<file path="config.mk">
export PLATFORM = sky130hd
export DESIGN_NAME = cont_seq
export DESIGN_NICKNAME = d
export VERILOG_FILES = /design/src/rtl/cont_pkg.sv /design/src/rtl/cnt_updn.sv /design/src/rtl/cont_seq.sv
export SDC_FILE = /design/constraint.sdc
export NUM_CORES = 1
export LEC_CHECK = 0
export ABC_AREA = 1
export CORE_MARGIN = 5
export CORE_UTILIZATION = 45
export DETAILED_ROUTE_END_ITERATION = 8
export PLACE_DENSITY = 0.69
export SYNTH_ARGS = -nofsm -noshare
export SYNTH_HDL_FRONTEND = slang
export SYNTH_HIERARCHICAL = 1
export SYNTH_SLANG_ARGS = --single-unit
</file>
<file path="constraint.sdc">
create_clock -name clk -period 3.65 [get_ports clk]
set_input_delay 0.5475 -clock clk [delete_from_list [all_inputs] [get_ports clk]]
set_output_delay 0.5475 -clock clk [all_outputs]
set_load 0.05 [all_outputs]
</file>
<file path="src/rtl/cont_pkg.sv">
`default_nettype none
// ============================================================================
//  Module      : cont_pkg
//  Description : Shared types and default widths for the counter sequencer
//                (cont_seq) and its up/down counter (cnt_updn).
//  Revision    : 1.0 - initial release
// ============================================================================
package cont_pkg;

    // Default counter width (lo, hi, cnt)
    localparam int CNT_W   = 4;
    // Default sweep-count width (sweeps input and internal sweep counter)
    localparam int SWEEP_W = 4;

    // Sequencer states, binary encoded
    typedef enum logic [1:0] {
        IDLE   = 2'd0,
        RUN_UP = 2'd1,
        RUN_DN = 2'd2,
        DONE   = 2'd3
    } state_t;

endpackage : cont_pkg
`default_nettype wire

</file>
<file path="src/rtl/cnt_updn.sv">
`default_nettype none
// ============================================================================
//  Module      : cnt_updn
//  Description : W-bit up/down counter with synchronous reset, parallel load
//                and count enable. Load has priority over counting; the count
//                wraps modulo 2^W.
//  Revision    : 1.0 - initial release
// ============================================================================
module cnt_updn
    import cont_pkg::*;
#(
    parameter int W = CNT_W
) (
    input  logic         clk,
    input  logic         rst,
    input  logic         load,
    input  logic [W-1:0] load_val,
    input  logic         en,
    input  logic         dn,
    output logic [W-1:0] cnt
);

    logic [W-1:0] r_cnt;

    // Counter register: reset, then load, then count in the requested direction
    always_ff @(posedge clk) begin
        if (rst) begin
            r_cnt <= '0;
        end else if (load) begin
            r_cnt <= load_val;
        end else if (en) begin
            r_cnt <= dn ? (r_cnt - W'(1)) : (r_cnt + W'(1));
        end
    end

    assign cnt = r_cnt;

endmodule : cnt_updn
`default_nettype wire

</file>
<file path="src/rtl/cont_seq.sv">
`default_nettype none
// ============================================================================
//  Module      : cont_seq
//  Description : Sweep sequencer for the up/down counter. On an accepted
//                start it loads lo, counts up to hi and back down to lo, and
//                repeats for max(sweeps,1) sweeps before pulsing done.
//                Optional macro CONT_SEQ_HOLD_EN adds a 'hold' input that
//                freezes a running sweep.
//  Revision    : 1.0 - initial release
// ============================================================================
module cont_seq
    import cont_pkg::*;
#(
    parameter int W  = CNT_W,
    parameter int SW = SWEEP_W
) (
    input  logic          clk,
    input  logic          rst,
`ifdef CONT_SEQ_HOLD_EN
    input  logic          hold,
`endif
    input  logic          start,
    input  logic          abort,
    input  logic [W-1:0]  lo,
    input  logic [W-1:0]  hi,
    input  logic [SW-1:0] sweeps,
    output logic [W-1:0]  cnt,
    output logic          dir,
    output logic          busy,
    output logic          done,
    output logic          err
);

    state_t        r_state;
    state_t        w_state_nxt;

    logic [W-1:0]  r_lo;
    logic [W-1:0]  r_hi;
    logic [SW-1:0] r_sweeps;
    logic [SW-1:0] r_sweep_cnt;
    logic          r_dir;
    logic          r_err;

    logic          w_hold;
    logic          w_load;
    logic          w_en;
    logic          w_dn;
    logic          w_capture;
    logic          w_dir_nxt;
    logic          w_err_nxt;
    logic [SW-1:0] w_sweep_nxt;
    logic [W-1:0]  w_cnt;
    logic [W-1:0]  w_cnt_up;
    logic [W-1:0]  w_cnt_dn;
    logic [SW:0]   w_sweep_inc;
    logic [SW:0]   w_sweep_tgt;

`ifdef CONT_SEQ_HOLD_EN
    assign w_hold = hold;
`else
    assign w_hold = 1'b0;
`endif

    // Counter datapath; the FSM owns its load, enable and direction controls
    cnt_updn #(
        .W        (W)
    ) u_cnt (
        .clk      (clk),
        .rst      (rst),
        .load     (w_load),
        .load_val (lo),
        .en       (w_en),
        .dn       (w_dn),
        .cnt      (w_cnt)
    );

    // Look-ahead values: the FSM turns around on the edge the counter reaches a bound
    assign w_cnt_up    = w_cnt + W'(1);
    assign w_cnt_dn    = w_cnt - W'(1);
    // One extra bit so the incremented sweep count never aliases the target
    assign w_sweep_inc = {1'b0, r_sweep_cnt} + (SW+1)'(1);
    assign w_sweep_tgt = (r_sweeps == '0) ? (SW+1)'(1) : {1'b0, r_sweeps};

    // Next-state and counter-control decode
    always_comb begin
        w_state_nxt = r_state;
        w_load      = 1'b0;
        w_en        = 1'b0;
        w_dn        = 1'b0;
        w_capture   = 1'b0;
        w_dir_nxt   = r_dir;
        w_err_nxt   = 1'b0;
        w_sweep_nxt = r_sweep_cnt;
        case (r_state)
            IDLE: begin
                // abort outranks start; a bad range is reported, not run
                if (start && !abort) begin
                    if (lo < hi) begin
                        w_capture   = 1'b1;
                        w_load      = 1'b1;
                        w_dir_nxt   = 1'b0;
                        w_sweep_nxt = '0;
                        w_state_nxt = RUN_UP;
                    end else begin
                        w_err_nxt   = 1'b1;
                    end
                end
            end
            RUN_UP: begin
                if (abort) begin
                    w_dir_nxt   = 1'b0;
                    w_state_nxt = IDLE;
                end else if (!w_hold) begin
                    w_en = 1'b1;
                    if (w_cnt_up == r_hi) begin
                        w_dir_nxt   = 1'b1;
                        w_state_nxt = RUN_DN;
                    end
                end
            end
            RUN_DN: begin
                if (abort) begin
                    w_dir_nxt   = 1'b0;
                    w_state_nxt = IDLE;
                end else if (!w_hold) begin
                    w_en = 1'b1;
                    w_dn = 1'b1;
                    if (w_cnt_dn == r_lo) begin
                        w_sweep_nxt = w_sweep_inc[SW-1:0];
                        if (w_sweep_inc >= w_sweep_tgt) begin
                            w_state_nxt = DONE;
                        end else begin
                            w_dir_nxt   = 1'b0;
                            w_state_nxt = RUN_UP;
                        end
                    end
                end
            end
            DONE: begin
                w_state_nxt = IDLE;
            end
            default: begin
                w_state_nxt = IDLE;
            end
        endcase
    end

    // State register
    always_ff @(posedge clk) begin
        if (rst) begin
            r_state <= IDLE;
        end else begin
            r_state <= w_state_nxt;
        end
    end

    // Captured bounds, sweep counter, direction and reject pulse
    always_ff @(posedge clk) begin
        if (rst) begin
            r_lo        <= '0;
            r_hi        <= '0;
            r_sweeps    <= '0;
            r_sweep_cnt <= '0;
            r_dir       <= 1'b0;
            r_err       <= 1'b0;
        end else begin
            if (w_capture) begin
                r_lo     <= lo;
                r_hi     <= hi;
                r_sweeps <= sweeps;
            end
            r_sweep_cnt <= w_sweep_nxt;
            r_dir       <= w_dir_nxt;
            r_err       <= w_err_nxt;
        end
    end

    assign cnt  = w_cnt;
    assign dir  = r_dir;
    assign err  = r_err;
    assign busy = (r_state == RUN_UP) || (r_state == RUN_DN);
    assign done = (r_state == DONE);

endmodule : cont_seq
`default_nettype wire

</file>
==> out/qor.txt <==
PWR
------------------------------------------------------------------------------------------------------
Clk network pwr share ...................................................................        16.3%
Pleak ...................................................................................     0.985 nW
Sw frac .................................................................................        42.5%
PD cells ................................................................................   477 nW/µm²
Internal power consumption ..............................................................     0.565 mW
Portion of total power attributed to sequential cells ...................................        35.1%
Gate power share ........................................................................        48.6%
Worst vdd ir ............................................................................   0.000248 V
Switch Pwr ..............................................................................     0.417 mW

YOSYS
------------------------------------------------------------------------------------------------------
Flops & latches, synth ..................................................................           24
Synth warn ..............................................................................            6
Seq/Total Area, Yosys ...................................................................        27.5%
Count of mapped cells out of synthesis ..................................................          261
Syn avg cell area .......................................................................     6.68 µm²
Synth Net Count .........................................................................          294
Area of the mapped netlist ..............................................................     1740 µm²
Count of unique library cells instantiated by Yosys .....................................           30

STA
------------------------------------------------------------------------------------------------------
Final Max Slew Viols ....................................................................            0
Worst hold slack after final layout .....................................................     0.472 ns
Final TNS setup .........................................................................         0 ns
Final period util .......................................................................        70.1%
Unrepaired setup endpoints after global routing .........................................        false
Post-route clock skew ...................................................................   0.00742 ns
Worst-margin pin slew ...................................................................     0.657 ns
Number of endpoints failing setup at the final stage ....................................            0
Upper clock frequency limit .............................................................      391 MHz
Final Hold Fails ........................................................................            0
Max transition margin ...................................................................        56.1%
Min cycle time layout ...................................................................      2.56 ns

CRITICAL PATH
------------------------------------------------------------------------------------------------------
Cell class contributing the biggest share of worst-path delay ........................... buffers and inverters
Largest incremental delay on the critical path ..........................................      0.52 ns
Data required, critical path ............................................................      3.81 ns
Max FO, Critical Path ...................................................................           18
Count of buffering cells on the critical path with inverters included ...................            3
Most Frequent Cell on Critical Path ..................................................... sky130_fd_sc_hd__a21oi_1
Ordered cell list for the critical path ................................................. clkdlybuf4s50_1 > inv_1 > ha_1 > a21oi_1 > nand2_1 > nor2_2 > inv_2 > o21ai_0 > a21oi_1
Critical setup path kind ................................................................    in -> reg
Kind of capture point of the worst setup path ...........................................         flop
Crit start category .....................................................................    input pin
Critical path arrival ...................................................................      2.72 ns
Critical path's slowest cell ............................................................ sky130_fd_sc_hd__nor2_2

FLOORPLAN
------------------------------------------------------------------------------------------------------
Std cell rows ...........................................................................           22
Core Area ...............................................................................     3720 µm²
Total Die Area ..........................................................................     5220 µm²
Die extent in y .........................................................................      72.3 µm
Floorplan die width .....................................................................      72.3 µm
Initial core utilization ................................................................        46.9%
Number of top-level pins ................................................................           24

LAYOUT
------------------------------------------------------------------------------------------------------
Antenna Diode Count .....................................................................            0
Layout filler cell count ................................................................          358
Share of post-route cells with drive strength above 1 ...................................        6.69%
Syn-to-layout area delta ................................................................        18.0%
Design Area, Final ......................................................................     2060 µm²
Final net count .........................................................................          319
Combined area of the multi-input logic cells ............................................     1070 µm²
Finished Core Util ......................................................................        55.4%
Reg area ................................................................................      480 µm²

CLOCKING
------------------------------------------------------------------------------------------------------
Clock Latency Late Sink .................................................................      0.27 ns
Hold buffers post-CTS ...................................................................            0
Post-CTS setup-driven buffer insertion count ............................................            0
TritonCTS clock tree ....................................................................        built
Clock tree sinks ........................................................................           24
Clock transition at the register clock pins on the worst setup and hold paths after CTS .      0.09 ns
Maximum clock insertion buffer count ....................................................            2
Count of instances resized after the clock tree is built ................................            0
H-tree Lvls .............................................................................            1
CTS root buf ............................................................................ sky130_fd_sc_hd__clkbuf_8
TritonCTS buffer count ..................................................................            3

ROUTE
------------------------------------------------------------------------------------------------------
Total via count after detailed routing ..................................................         1581
Drt first pass iters ....................................................................            4
Number of remaining DRC errors ..........................................................            0
Wire length reported by the detailed router .............................................      3830 µm
Average wire per cell in the routed design ..............................................      11.5 µm
Post-DRT Antenna Nets ...................................................................            0
Number of design-rule violations left by the first detailed-router iteration ............           61
Via density .............................................................................         4.76

HOLD PATH
------------------------------------------------------------------------------------------------------
Class of the most critical hold timing path .............................................   reg -> reg

OUTCOME
------------------------------------------------------------------------------------------------------
Status ..................................................................................    completed

PLACE
------------------------------------------------------------------------------------------------------
Count of input and output buffers .......................................................           23
HPWL after detailed placement ...........................................................      3040 µm
Routability congestion estimate from global placement ...................................        0.869
Placed Instance Area ....................................................................     2020 µm²

GLOBAL ROUTING
------------------------------------------------------------------------------------------------------
Maximum number of pins on one net before global-route repair ............................           19
Remaining global-route overflow .........................................................            0
Vias in the first global route ..........................................................         1520
Antenna violations before repair ........................................................            0
GRT Overall Usage .......................................................................        16.0%
First-pass GRT wire length ..............................................................      6770 µm

JOB
------------------------------------------------------------------------------------------------------
Maximum Capacitance Violations ..........................................................            0

## placed cells by master (no fill, tap or decap), types with 2 or more instances in the layout
master,n
sky130_fd_sc_hd__a21oi_1,20
sky130_fd_sc_hd__clkbuf_8,3
sky130_fd_sc_hd__clkdlybuf4s50_1,23
sky130_fd_sc_hd__dfxtp_1,24
sky130_fd_sc_hd__ha_1,16
sky130_fd_sc_hd__inv_1,46
sky130_fd_sc_hd__inv_2,2
sky130_fd_sc_hd__nand2_1,70
sky130_fd_sc_hd__nand2_2,2
sky130_fd_sc_hd__nand2_4,2
sky130_fd_sc_hd__nand3_1,19
sky130_fd_sc_hd__nand4_1,2
sky130_fd_sc_hd__nor2_1,18
sky130_fd_sc_hd__nor2_2,3
sky130_fd_sc_hd__nor2_4,2
sky130_fd_sc_hd__o21ai_0,10
sky130_fd_sc_hd__o21ai_1,3
sky130_fd_sc_hd__xnor2_1,6
sky130_fd_sc_hd__xor2_1,2
## worst reg2reg max path, cell delays in order, from the launching register on
cell                      delay [ns]
sky130_fd_sc_hd__dfxtp_1        0.35
sky130_fd_sc_hd__inv_1          0.11
sky130_fd_sc_hd__ha_1           0.32
sky130_fd_sc_hd__nand2_1        0.18
sky130_fd_sc_hd__inv_1          0.30
sky130_fd_sc_hd__ha_1           0.34
sky130_fd_sc_hd__or2_2          0.28
sky130_fd_sc_hd__nand2_1        0.07
sky130_fd_sc_hd__nand2_1        0.05
sky130_fd_sc_hd__nand3_1        0.08
sky130_fd_sc_hd__a21oi_1        0.06
## state kept, by name, indices dropped and copies added, names as in the netlist
name	flops
dir	1
r_sweeps	4
r_state	2
r_sweep_cnt	4
r_lo	4
u_cnt/cnt	4
r_hi	4
err	1
## synth_stat cells
cell / instances / share of area (%)
sky130_fd_sc_hd__fa_1: 1 / 1.1
sky130_fd_sc_hd__a21oi_2: 1 / 0.50
sky130_fd_sc_hd__ha_1: 16 / 11
sky130_fd_sc_hd__dfxtp_1: 24 / 28
sky130_fd_sc_hd__nand2_2: 2 / 0.72
sky130_fd_sc_hd__inv_2: 2 / 0.43
sky130_fd_sc_hd__buf_4: 1 / 0.43
sky130_fd_sc_hd__nand3_4: 1 / 1.0
sky130_fd_sc_hd__a31oi_1: 1 / 0.36
sky130_fd_sc_hd__inv_1: 46 / 9.9
sky130_fd_sc_hd__o22ai_4: 1 / 1.1
sky130_fd_sc_hd__nand3_1: 19 / 5.5
sky130_fd_sc_hd__o21ai_1: 3 / 0.86
sky130_fd_sc_hd__a21oi_1: 20 / 5.7
sky130_fd_sc_hd__a22oi_1: 1 / 0.43
sky130_fd_sc_hd__o31ai_1: 1 / 0.43
sky130_fd_sc_hd__nand4_1: 2 / 0.72
sky130_fd_sc_hd__nor2_1: 18 / 3.9
sky130_fd_sc_hd__o21ai_0: 10 / 2.9
sky130_fd_sc_hd__a22o_1: 1 / 0.50
sky130_fd_sc_hd__nor2_4: 2 / 1.3
sky130_fd_sc_hd__nand2_4: 2 / 1.3
sky130_fd_sc_hd__nand2_1: 70 / 15
sky130_fd_sc_hd__buf_2: 2 / 0.57
sky130_fd_sc_hd__o21ai_2: 1 / 0.50
sky130_fd_sc_hd__xor2_1: 2 / 1.0
sky130_fd_sc_hd__or2_2: 1 / 0.36
sky130_fd_sc_hd__nor3_1: 1 / 0.29
sky130_fd_sc_hd__nor2_2: 3 / 1.1
sky130_fd_sc_hd__xnor2_1: 6 / 3.0
## cells by family after synthesis
group                    after synthesis  synth area share [%]
AND/OR/NAND/NOR                      121                  31.1
adder cells (fa/ha/maj)               17                  12.6
AO/OA/AOI/OAI                         40                  13.3
XOR/XNOR                               8                  4.02
flip-flops                            24                  27.5
buffers and inverters                 51                  11.3
## power groups by stage
stage,Clock (mW),Combinational (mW),Sequential [mW]
2_1_floorplan,0,0.345,0.368
3_3_place_gp,0,0.471,0.349
3_5_place_dp,0,0.479,0.350
4_1_cts,0.164,0.480,0.344
5_1_grt,0.171,0.550,0.351
6_report,0.160,0.477,0.345
## worst paths after layout
check / startpoint / to / slack [ns] / depth (start not counted)
worst max-delay path: hi[3] / r_sweeps[3]$_SDFFE_PP0P_ / 1.09 / 9
worst min-delay path: r_lo[2]$_SDFFE_PP0P_ / r_lo[2]$_SDFFE_PP0P_ / 0.47 / 2
worst max register to register: r_state[0]$_SDFFE_PP0P_ / u_cnt/cnt[3]$_SDFFE_PP0P_ / 1.38 / 10
worst min register to register: r_lo[2]$_SDFFE_PP0P_ / r_lo[2]$_SDFFE_PP0P_ / 0.47 / 2
## metrics by stage
stage	worst slack (ns)	total power, mW	cells
2_1_floorplan	1.50	0.714	261
3_3_place_gp	0.912	0.820	329
3_5_place_dp	0.817	0.830	329
4_1_cts	1.11	0.988	332
5_1_grt	0.875	1.07	332
6_report	1.09	0.982	332
## metal layers
layer	routed length, µm	track usage [%]	up-vias
li1	-	-	868
met1	1820	21.2	690
met2	1850	27.4	21
met3	127	1.66	2
met4	27	4.38	0
met5	0	0	-
## area by class of cell
type                       instances  share of cell area [%]
timing repair buffer              23                    11.2
sequential                        24                    23.3
multi-input combinational        186                    51.8
clock buffer                       3                    2.01
inverter                          48                    8.75
tap                               48                    2.92
No activity file was read; power rests on OpenSTA's default activity.
